--- src/rtl/sn76489_pkg.sv ---
// Shared types and byte-encoding helpers for the SN76489 register write path.
package sn76489_pkg;

  typedef enum logic [1:0] {
    TONE1 = 2'd0,
    TONE2 = 2'd1,
    TONE3 = 2'd2,
    NOISE = 2'd3
  } chan_t;

  typedef enum logic [2:0] {
    IDLE   = 3'd0,
    LOAD   = 3'd1,
    SETUP  = 3'd2,
    STROBE = 3'd3,
    HOLD   = 3'd4,
    GAP    = 3'd5
  } state_t;

  localparam logic LATCH_BIT = 1'b1;
  localparam int   CMD_W     = 13;

  typedef struct packed {
    chan_t       chan;
    logic        atten;
    logic [9:0]  value;
  } cmd_t;

  function automatic logic [7:0] encode_latch(chan_t chan, logic atten, logic [3:0] nibble);
    return {LATCH_BIT, chan, atten, nibble};
  endfunction

  function automatic logic [7:0] encode_data(logic [5:0] hi);
    return {~LATCH_BIT, 1'b0, hi};
  endfunction

endpackage

--- src/rtl/sn76489_bus_writer_if.sv ---
// Command handshake plus SN76489 write-pin bundle between a command source and the writer.
interface sn76489_bus_writer_if;
  logic        cmd_valid_i;
  logic        cmd_ready_o;
  logic [1:0]  cmd_chan_i;
  logic        cmd_atten_i;
  logic [9:0]  cmd_value_i;
  logic        ce_n_o;
  logic        we_n_o;
  logic [7:0]  d_o;
  logic        ready_i;
  logic        busy_o;
  logic        timeout_o;

  modport master (
    output cmd_valid_i, cmd_chan_i, cmd_atten_i, cmd_value_i, ready_i,
    input  cmd_ready_o, ce_n_o, we_n_o, d_o, busy_o, timeout_o
  );

  modport slave (
    input  cmd_valid_i, cmd_chan_i, cmd_atten_i, cmd_value_i, ready_i,
    output cmd_ready_o, ce_n_o, we_n_o, d_o, busy_o, timeout_o
  );
endinterface

--- src/rtl/sn_cmd_fifo.sv ---
// Small synchronous command FIFO; rd_data shows the head entry whenever empty=0.
module sn_cmd_fifo #(
  parameter int DEPTH = 4,
  parameter int WIDTH = 13
) (
  input  logic             clock_i,
  input  logic             res_i,
  input  logic             push,
  input  logic             pop,
  input  logic [WIDTH-1:0] wr_data,
  output logic [WIDTH-1:0] rd_data,
  output logic             full,
  output logic             empty
);
  localparam int AW = $clog2(DEPTH);

  logic [WIDTH-1:0] mem [DEPTH];
  logic [AW-1:0]    wr_ptr;
  logic [AW-1:0]    rd_ptr;
  logic [AW:0]      count;
  logic             do_push;
  logic             do_pop;

  assign full    = (count == (AW+1)'(DEPTH));
  assign empty   = (count == '0);
  assign do_pop  = pop && !empty;
  assign do_push = push && (!full || do_pop);
  assign rd_data = mem[rd_ptr];

  always_ff @(posedge clock_i) begin
    if (do_push) mem[wr_ptr] <= wr_data;
  end

  always_ff @(posedge clock_i) begin
    if (res_i) begin
      wr_ptr <= '0;
      rd_ptr <= '0;
      count  <= '0;
    end else begin
      if (do_push) wr_ptr <= wr_ptr + AW'(1);
      if (do_pop)  rd_ptr <= rd_ptr + AW'(1);
      case ({do_push, do_pop})
        2'b10:   count <= count + (AW+1)'(1);
        2'b01:   count <= count - (AW+1)'(1);
        default: count <= count;
      endcase
    end
  end
endmodule

--- src/rtl/sn76489_bus_writer.sv ---
// Buffers register commands and replays them as SN76489 latch/data byte writes.
//   state  | meaning
//   IDLE   | nothing queued, bus released
//   LOAD   | pop head command, encode byte1 and optional byte2
//   SETUP  | d driven, ce_n low, we_n high
//   STROBE | we_n low until min width met and ready_i seen, or timeout
//   HOLD   | we_n high, ce_n low, d held
//   GAP    | ce_n high between bytes
module sn76489_bus_writer
  import sn76489_pkg::*;
#(
  parameter int DEPTH         = 4,
  parameter int STROBE_CYCLES = 2,
  parameter int GAP_CYCLES    = 1,
  parameter int TIMEOUT       = 64
) (
  input  logic               clock_i,
  input  logic               res_i,
  sn76489_bus_writer_if.slave bus
);
  localparam int TW = $clog2(TIMEOUT + 1);
  localparam int GW = $clog2(GAP_CYCLES + 1);

  state_t          state;
  cmd_t            fifo_wr;
  cmd_t            fifo_rd;
  logic            push;
  logic            pop;
  logic            full;
  logic            empty;
  logic [7:0]      byte2;
  logic            byte2_pend;
  logic [TW-1:0]   tcnt;
  logic [GW-1:0]   gcnt;
  logic            ce_n;
  logic            we_n;
  logic [7:0]      d;
  logic            busy;
  logic            timeout;

  assign push    = bus.cmd_valid_i && !full;
  assign pop     = (state == LOAD);
  assign fifo_wr = '{chan: chan_t'(bus.cmd_chan_i), atten: bus.cmd_atten_i, value: bus.cmd_value_i};

  sn_cmd_fifo #(.DEPTH(DEPTH), .WIDTH(CMD_W)) u_fifo (
    .clock_i (clock_i),
    .res_i   (res_i),
    .push    (push),
    .pop     (pop),
    .wr_data (fifo_wr),
    .rd_data (fifo_rd),
    .full    (full),
    .empty   (empty)
  );

  assign bus.cmd_ready_o = !full;
  assign bus.ce_n_o      = ce_n;
  assign bus.we_n_o      = we_n;
  assign bus.d_o         = d;
  assign bus.busy_o      = busy;
  assign bus.timeout_o   = timeout;

  // tcnt counts down from TIMEOUT-1 on the first STROBE cycle; it equals TIMEOUT minus elapsed cycles.
  always_ff @(posedge clock_i) begin
    if (res_i) begin
      state      <= IDLE;
      ce_n       <= 1'b1;
      we_n       <= 1'b1;
      d          <= 8'h00;
      busy       <= 1'b0;
      timeout    <= 1'b0;
      byte2      <= 8'h00;
      byte2_pend <= 1'b0;
      tcnt       <= '0;
      gcnt       <= '0;
    end else begin
      case (state)
        IDLE: begin
          // Looking at push as well as empty saves a cycle of first-command latency.
          if (!empty || push) begin
            state <= LOAD;
            busy  <= 1'b1;
          end else begin
            busy  <= 1'b0;
          end
        end
        LOAD: begin
          state <= SETUP;
          ce_n  <= 1'b0;
          we_n  <= 1'b1;
          if (fifo_rd.atten) begin
            d          <= encode_latch(fifo_rd.chan, 1'b1, fifo_rd.value[3:0]);
            byte2_pend <= 1'b0;
          end else if (fifo_rd.chan == NOISE) begin
            d          <= encode_latch(NOISE, 1'b0, {1'b0, fifo_rd.value[2:0]});
            byte2_pend <= 1'b0;
          end else begin
            d          <= encode_latch(fifo_rd.chan, 1'b0, fifo_rd.value[3:0]);
            byte2      <= encode_data(fifo_rd.value[9:4]);
            byte2_pend <= 1'b1;
          end
        end
        SETUP: begin
          state <= STROBE;
          we_n  <= 1'b0;
          tcnt  <= TW'(TIMEOUT - 1);
        end
        STROBE: begin
          if (bus.ready_i && (tcnt <= TW'(TIMEOUT - STROBE_CYCLES))) begin
            state <= HOLD;
            we_n  <= 1'b1;
          end else if (tcnt == '0) begin
            state   <= HOLD;
            we_n    <= 1'b1;
            timeout <= 1'b1;
          end else begin
            tcnt <= tcnt - TW'(1);
          end
        end
        HOLD: begin
          state <= GAP;
          ce_n  <= 1'b1;
          gcnt  <= GW'(GAP_CYCLES - 1);
        end
        GAP: begin
          if (gcnt != '0) begin
            gcnt <= gcnt - GW'(1);
          end else if (byte2_pend) begin
            state      <= SETUP;
            ce_n       <= 1'b0;
            d          <= byte2;
            byte2_pend <= 1'b0;
          end else if (!empty) begin
            state <= LOAD;
          end else begin
            state <= IDLE;
            busy  <= push;
          end
        end
        default: state <= IDLE;
      endcase
    end
  end
endmodule

--- src/flat_wrapper.sv ---
// flat-port wrapper written by rule: the top's interface ports become plain ports
module sn76489_bus_writer_flat import sn76489_pkg::*;
#(
  parameter int DEPTH         = 4,
  parameter int STROBE_CYCLES = 2,
  parameter int GAP_CYCLES    = 1,
  parameter int TIMEOUT       = 64
)
  (clock_i, res_i, bus_cmd_valid_i, bus_cmd_chan_i, bus_cmd_atten_i, bus_cmd_value_i, bus_ready_i, bus_cmd_ready_o, bus_ce_n_o, bus_we_n_o, bus_d_o, bus_busy_o, bus_timeout_o);
  sn76489_bus_writer_if bus_i ();
  input  logic clock_i;
  input  logic res_i;
  input wire logic [$bits(bus_i.cmd_valid_i)-1:0] bus_cmd_valid_i;
  input wire logic [$bits(bus_i.cmd_chan_i)-1:0] bus_cmd_chan_i;
  input wire logic [$bits(bus_i.cmd_atten_i)-1:0] bus_cmd_atten_i;
  input wire logic [$bits(bus_i.cmd_value_i)-1:0] bus_cmd_value_i;
  input wire logic [$bits(bus_i.ready_i)-1:0] bus_ready_i;
  output wire logic [$bits(bus_i.cmd_ready_o)-1:0] bus_cmd_ready_o;
  output wire logic [$bits(bus_i.ce_n_o)-1:0] bus_ce_n_o;
  output wire logic [$bits(bus_i.we_n_o)-1:0] bus_we_n_o;
  output wire logic [$bits(bus_i.d_o)-1:0] bus_d_o;
  output wire logic [$bits(bus_i.busy_o)-1:0] bus_busy_o;
  output wire logic [$bits(bus_i.timeout_o)-1:0] bus_timeout_o;
  assign bus_i.cmd_valid_i = bus_cmd_valid_i;
  assign bus_i.cmd_chan_i = bus_cmd_chan_i;
  assign bus_i.cmd_atten_i = bus_cmd_atten_i;
  assign bus_i.cmd_value_i = bus_cmd_value_i;
  assign bus_i.ready_i = bus_ready_i;
  assign bus_cmd_ready_o = bus_i.cmd_ready_o;
  assign bus_ce_n_o = bus_i.ce_n_o;
  assign bus_we_n_o = bus_i.we_n_o;
  assign bus_d_o = bus_i.d_o;
  assign bus_busy_o = bus_i.busy_o;
  assign bus_timeout_o = bus_i.timeout_o;
  sn76489_bus_writer #(.DEPTH(DEPTH), .STROBE_CYCLES(STROBE_CYCLES), .GAP_CYCLES(GAP_CYCLES), .TIMEOUT(TIMEOUT)) u_core (.clock_i(clock_i), .res_i(res_i), .bus(bus_i));
endmodule
--- config.mk ---
export PLATFORM = sky130hd
export DESIGN_NAME = sn76489_bus_writer_flat
export DESIGN_NICKNAME = d
export VERILOG_FILES = /design/src/rtl/sn76489_pkg.sv /design/src/rtl/sn76489_bus_writer_if.sv /design/src/rtl/sn_cmd_fifo.sv /design/src/rtl/sn76489_bus_writer.sv /design/src/flat_wrapper.sv
export SDC_FILE = /design/constraint.sdc
export NUM_CORES = 1
export LEC_CHECK = 0
export CAP_MARGIN = 0
export CORE_AREA = 2 2 101 103
export DETAILED_ROUTE_END_ITERATION = 10
export DIE_AREA = 0 0 103 105
export HOLD_SLACK_MARGIN = 0.05
export SLEW_MARGIN = 20
export SYNTH_ARGS = -nofsm -noshare
export SYNTH_HDL_FRONTEND = slang
export SYNTH_SLANG_ARGS = --single-unit
--- constraint.sdc ---
create_clock -name clock_i -period 4.55 [get_ports clock_i]
set_clock_uncertainty 0.05 [all_clocks]
set_input_delay 0.91 -clock clock_i [delete_from_list [all_inputs] [get_ports clock_i]]
set_output_delay 0.91 -clock clock_i [all_outputs]
set_load 0.02 [all_outputs]
==> qor.yml, run 1 <==
status: "completed"
first_iter_violations: 64
crit_slowest_cell: "dfxtp_1"
period_minus_slack_ns: 2.737
critPathMaxStageDelay_ns: 0.65
setup_violations: 0
drv_slew: 0
track_usage_pct: 14.34
slew_headroom_pct: 45.04
cts_root_buf: "clkbuf_8"
path_delay_family: "simple AND/OR/NAND/NOR gates"
grt_pass1_vias: 2344
grt_start_max_net_pins: 28
fp.dieArea_um2: 10820
start_kind: "flop"
final_cells: 453
timing.fmax_mhz: 365.4
place_hpwl_um: 4775
grt.overflow.total: 0
grt-busiest-layer: "met2"
cts_buffer_depth: 2
leakage_nw: 1.436
use_met3_pct: 3.746
syn_area_um2: 3767
worst_pin_slew_ns: 0.8232
die_height_um: 105
dp_cells: 437
io_buffers: 29
dr.pass1.iters: 4
use_met1_pct: 18.50
ioPinCount: 30
final_common_cell: "edfxtp_1"
final_area_um2: 4373
antenna_found_initial: 0
crit_path_end_kind: "flop"
post_dp_cell_area_um2: 4178
clkLatencyLatePin_ns: 0.35
synth_top_cell_area_share_pct: 41.45
cts.repair.resized: 0
yosysTopAreaCell: "edfxtp_1"
cp.arrival_ns: 2.97
synthArstFlopShare_pct: 0
crit_required_ns: 4.78
post-route-period-util_pct: 60.15
place.gp.congestion: 0.7759
synth_area_leaders: "edfxtp_1 (41%), dfxtp_1 (20%), mux4_2 (7.8%)"
cp_cell_sequence: "nand2b_1, nor3_1, ha_1, inv_1, fa_1, xor2_1, or3_1, a21oi_1"
syn_inst: 289
htree_levels: 3
final_util_pct: 45.37
worst-path-buf-inv: 1
ctsHoldBuffers: 0
synthFlopType: "edfxtp_1"
start_util_pct: 39.08
pwr_density_cell_nw_per_um2: 544.5
finalHoldViolations: 0
syn_area_per_cell_um2: 13.04
ir_drop_uv: 271.1
fp.coreArea_um2: 9639
tns_ns: 0
ys_seq_elements: 90
final_nets: 341
grt_pass1_wl_um: 11830
diodes: 0
drc: 0
place_ws_ns: 1.502
met2_usage_pct: 23.84
clock-sinks: 90
final_cell_mix: "edfxtp_1 (52), dfxtp_1 (38), nor2_1 (32)"
max-cap-violations: 0
post_cts_buffers: 0
ant_nets: 0
ys_types: 47
cts_made_buffers: 9
yosysWarnings: 0
syn-num-nets: 315
wire_per_inst_um: 16.08
dr_total_vias: 2279
num_rows: 36
cts_tree: "built"
layout_setup_ws_ns: 1.813
area_delta_synth_final_pct: 16.07
totalWireLength_um: 7285
seq_area_frac_synth_pct: 61.64
critical_path_class: "flop to flop"
clk_pin_slew_ns: 0.09
hold_path.class: "flop to flop"
rsz0062_at_grt: "no"
synth_edf_count: 52
vias_per_cell: 5.031
die_w_um: 103
critPathMaxFanout: 16
drive_above_1_share_pct: 10.63
## through the flow
stage               hold slack, ns  power [mW]
finish                      0.4403       2.381
global route                0.4677       2.528
CTS                         0.4470       2.406
detailed placement          0.4240       1.855
global placement            0.4131       1.844
floorplan                   0.4009       1.623
## synthesized netlist by cell type, types with 2 or more instances
library cell / number
nor4b_1: 2
a21oi_1: 8
o21a_1: 2
dfxtp_1: 38
mux2i_1: 7
nand3b_1: 6
ha_1: 8
edfxtp_1: 52
o41ai_1: 2
inv_1: 13
nand2b_1: 7
nand2_1: 8
mux4_2: 13
nor2_1: 32
nor2b_1: 3
a211oi_1: 6
and3_1: 5
a311oi_1: 4
a31oi_1: 8
nor3_1: 6
xnor2_1: 3
nor4_1: 2
o211ai_1: 4
clkbuf_1: 14
nand4_1: 3
o21ai_0: 11
xor2_1: 2
## final timing paths
path / slack, ns / to / cells after the start / start
max: 1.81 / u_core.u_fifo.count[2] / 8 / u_core.state[0]
min: 0.44 / u_core.bus.timeout_o / 2 / u_core.bus.timeout_o
max reg2reg: 1.81 / u_core.u_fifo.count[2] / 8 / u_core.state[0]
min reg2reg: 0.44 / u_core.bus.timeout_o / 2 / u_core.bus.timeout_o
## worst reg2reg max path, stage by stage (launching register included)
cell	delay, ns
dfxtp_1	0.65
nand2b_1	0.30
nor3_1	0.37
ha_1	0.27
inv_1	0.06
fa_1	0.37
xor2_1	0.16
or3_1	0.31
a21oi_1	0.14
## sequential cells by signal (all words and copies together), names as in the netlist, named ones only
signal and count:
u_core.bus.we_n_o 1, u_core.bus.timeout_o 1, u_core.u_fifo.wr_ptr 2, u_core.byte2 6, u_core.state 3, u_core.byte2_pend 1
u_core.tcnt 7, u_core.u_fifo.mem 52, u_core.u_fifo.rd_ptr 2, u_core.u_fifo.count 3, u_core.bus.ce_n_o 1, u_core.bus.d_o 8
u_core.bus.busy_o 1
## area by class of cell
cell class / count / area [µm²]
clock buffer: 11 / 131.4
clock inverter: 5 / 63.81
fill: 896 / 5266
inverter: 13 / 48.80
multi-input combinational: 170 / 1335
sequential: 90 / 2322
tap: 133 / 166.4
timing repair buffer: 31 / 305.3
## metal layers
metal | vias to the layer above | share of wire (%)
met3 | 4 | 3.1
met2 | 29 | 50
li1 | 1136 | -
met1 | 1110 | 46
met4 | 0 | 0.81
met5 | - | 0
## report_power, final
part           internal [mW]  leakage, nW  switching (mW)
sequential             0.996        0.788           0.115
combinational          0.329        0.548           0.393
clock                  0.260       0.0994           0.289
total                   1.58         1.44           0.797
## cells by family after synthesis
group                      synth area share [%]
adders and majority gates                 3.188
and+or+nand+nor                           11.53
muxes                                     9.631
DFF                                       61.64
xor gates and xnor gates                  1.163
buffers and inverters                     2.922
AOI/OAI and AO/OA                         9.931
Note: power is estimated with default switching activity, not from simulation.
==> run 2, diff against run 1 <==
clock period = 2.5 ns   (was 4.55 ns; I/O delays follow)
==> run 2 against run 1 <==
  * Sequential power up 78%
  * Utilization up 1.3 points
  * Die area unchanged
  * Clock power up 72%
  * Sequential cell count unchanged
  * Sequential share of layout area down 1.5 points
  * Critical path depth up 1
  * Power up 85%
  * Fmax up 14%
==> qor.yml, run 2 (same netlist as run 1, synthesis figures left out) <==
first_iter_violations: 102
fp.dieArea_um2: 10820
clock-sinks: 90
p_sw_share_pct: 34.00
drv_slew: 0
dr_total_vias: 2385
ff_latch_area_um2: 2322
p_clk_share_pct: 21.5
tns_ns: 0
dr.pass1.iters: 5
period_minus_slack_ns: 2.393
hold_path.class: "flop to flop"
antenna_found_initial: 0
clk_pin_slew_ns: 0.10
io_buffers: 29
pwr-share-comb_pct: 33.5
met3_length_um: 245
critPathMaxFanout: 6
ir_drop_uv: 413.8
setup_violations: 0
final_area_um2: 4502
die_height_um: 105
leakage_nw: 1.522
vias_per_cell: 5.064
cts_tree: "built"
wire_per_inst_um: 15.75
grt_pass1_vias: 2447
cts_root_buf: "clkbuf_8"
post-route-period-util_pct: 95.71
multi_input_area_um2: 1338
status: "completed"
final_cells: 471
pwr_density_cell_nw_per_um2: 977.0
n_fill_cell: 898
highest_layer: "met4"
final_common_cell: "edfxtp_1"
rsz0062_at_grt: "no"
cts_buffer_depth: 2
regMostFlops: "u_core.u_fifo.mem"
diodes: 0
final_nets: 359
ctsHoldBuffers: 0
fp.coreArea_um2: 9639
finalHoldViolations: 0
start_kind: "flop"
drc: 0
place.gp.congestion: 0.8437
p_seq_share_pct: 45.0
area_delta_synth_final_pct: 19.50
max-cap-violations: 0
critical_path_class: "flop to flop"
ioPinCount: 30
grt_start_max_net_pins: 27
ant_nets: 0
slew_headroom_pct: 59.94
final_cell_mix: "edfxtp_1 (52), dfxtp_1 (38), nor2_1 (32)"
clkLatencyLatePin_ns: 0.36
crit_path_end_kind: "flop"
cp.arrival_ns: 2.65
drive_above_1_share_pct: 15.98
track_usage_pct: 15.13
place_hpwl_um: 5068
largest_reg_flops: 52
dp_cells: 455
met2_wirelength_um: 3607
num_rows: 36
p_switching_mw: 1.495
p_int_mw: 2.903
die_w_um: 103
htree_levels: 3
start_util_pct: 39.08
totalWireLength_um: 7420
grt.overflow.total: 0
worst_pin_slew_ns: 0.5987
grt_pass1_wl_um: 12370
wirelength_met1_um: 3433
cts_made_buffers: 9
timing.fmax_mhz: 417.9
post_dp_cell_area_um2: 4313
crit_required_ns: 2.76
==> run 2: changes by cell type in the layout (fill, tap and decap cells not counted) <==
cell / previous run / this run
buf_4: 2 / 20
or3b_1: 1 / 0
clkinv_4: 2 / 1
clkinv_1: 0 / 1
bufinv_16: 1 / 0
inv_6: 0 / 2
clkbuf_8: 9 / 10
clkinv_2: 1 / 0
or3b_4: 0 / 1
clkinvlp_4: 0 / 1
clkbuf_1: 2 / 0
==> run 2: final timing paths <==
| path | from | end | slack, ns | depth (start not counted) |
|---|---|---|---|---|
| worst max-delay path | u_core.u_fifo.count[2] | u_core.u_fifo.count[2] | 0.11 | 9 |
| worst min register to register | u_core.byte2[2] | u_core.byte2[2] | 0.44 | 2 |
| worst max register to register | u_core.u_fifo.count[2] | u_core.u_fifo.count[2] | 0.11 | 9 |
| worst min-delay path | u_core.byte2[2] | u_core.byte2[2] | 0.44 | 2 |
==> run 2: metrics by stage <==
step           hold slack (ns)  utilization (%)  power (mW)  setup WS, ns
6_report                0.4433            46.70       4.398        0.1072
5_1_grt                 0.4769            46.70       4.687      0.001261
4_1_cts                 0.4448            46.68       4.438       0.05840
3_5_place_dp            0.4243            44.74       3.495       0.02740
3_3_place_gp            0.4128            44.74       3.459       0.09210
2_1_floorplan           0.4009                -       2.954       0.01742
==> run 2: power groups by stage <==
| stage | clock network [mW] | logic [mW] | registers [mW] |
|---|---|---|---|
| floorplan | 0 | 0.915 | 2.04 |
| global placement | 0 | 1.45 | 2.00 |
| detailed placement | 0 | 1.48 | 2.02 |
| CTS | 0.973 | 1.48 | 1.98 |
| global route | 1.03 | 1.64 | 2.02 |
| finish | 0.946 | 1.47 | 1.98 |
==> run 2: per-layer routing <==
metal  up-vias  track usage, %
li1       1172               -
met1      1162           19.96
met2        41           23.75
met3        10           3.679
met4         0           6.109
met5         -               0
==> run 2: worst max-delay path, stage by stage, from the launching register on <==
cell and delay (ns):
dfxtp_1 0.39, or3b_4 0.43, and2_1 0.18, inv_1 0.05, ha_1 0.17, inv_1 0.06, fa_1 0.39, xor2_1 0.16
or3_1 0.31, a21oi_1 0.13
==> run 2: area by class of cell <==
cell class	instances	share of cell area (%)
clock buffers	10	3.057
well taps	133	3.697
flip-flops and latches	90	51.58
clock inverters	6	1.084
multi-input cells	170	29.71
repair buffers	49	9.783
inverters	13	1.084
==> run 2: timing repair <==
| action | 4_1_cts | 5_1_grt |
|---|---|---|
| resized for setup | 0 | 1 |
| endpoints found under the setup margin | 0 | 1 |
| setup buffers | 0 | 0 |
| hold endpoints to repair | 0 | 0 |
==> run 3, diff against run 2 <==
CAP_MARGIN = 10   (was 0)
==> results of run 3 <==
Final layout, timing and power as in run 2 (identical DEF).
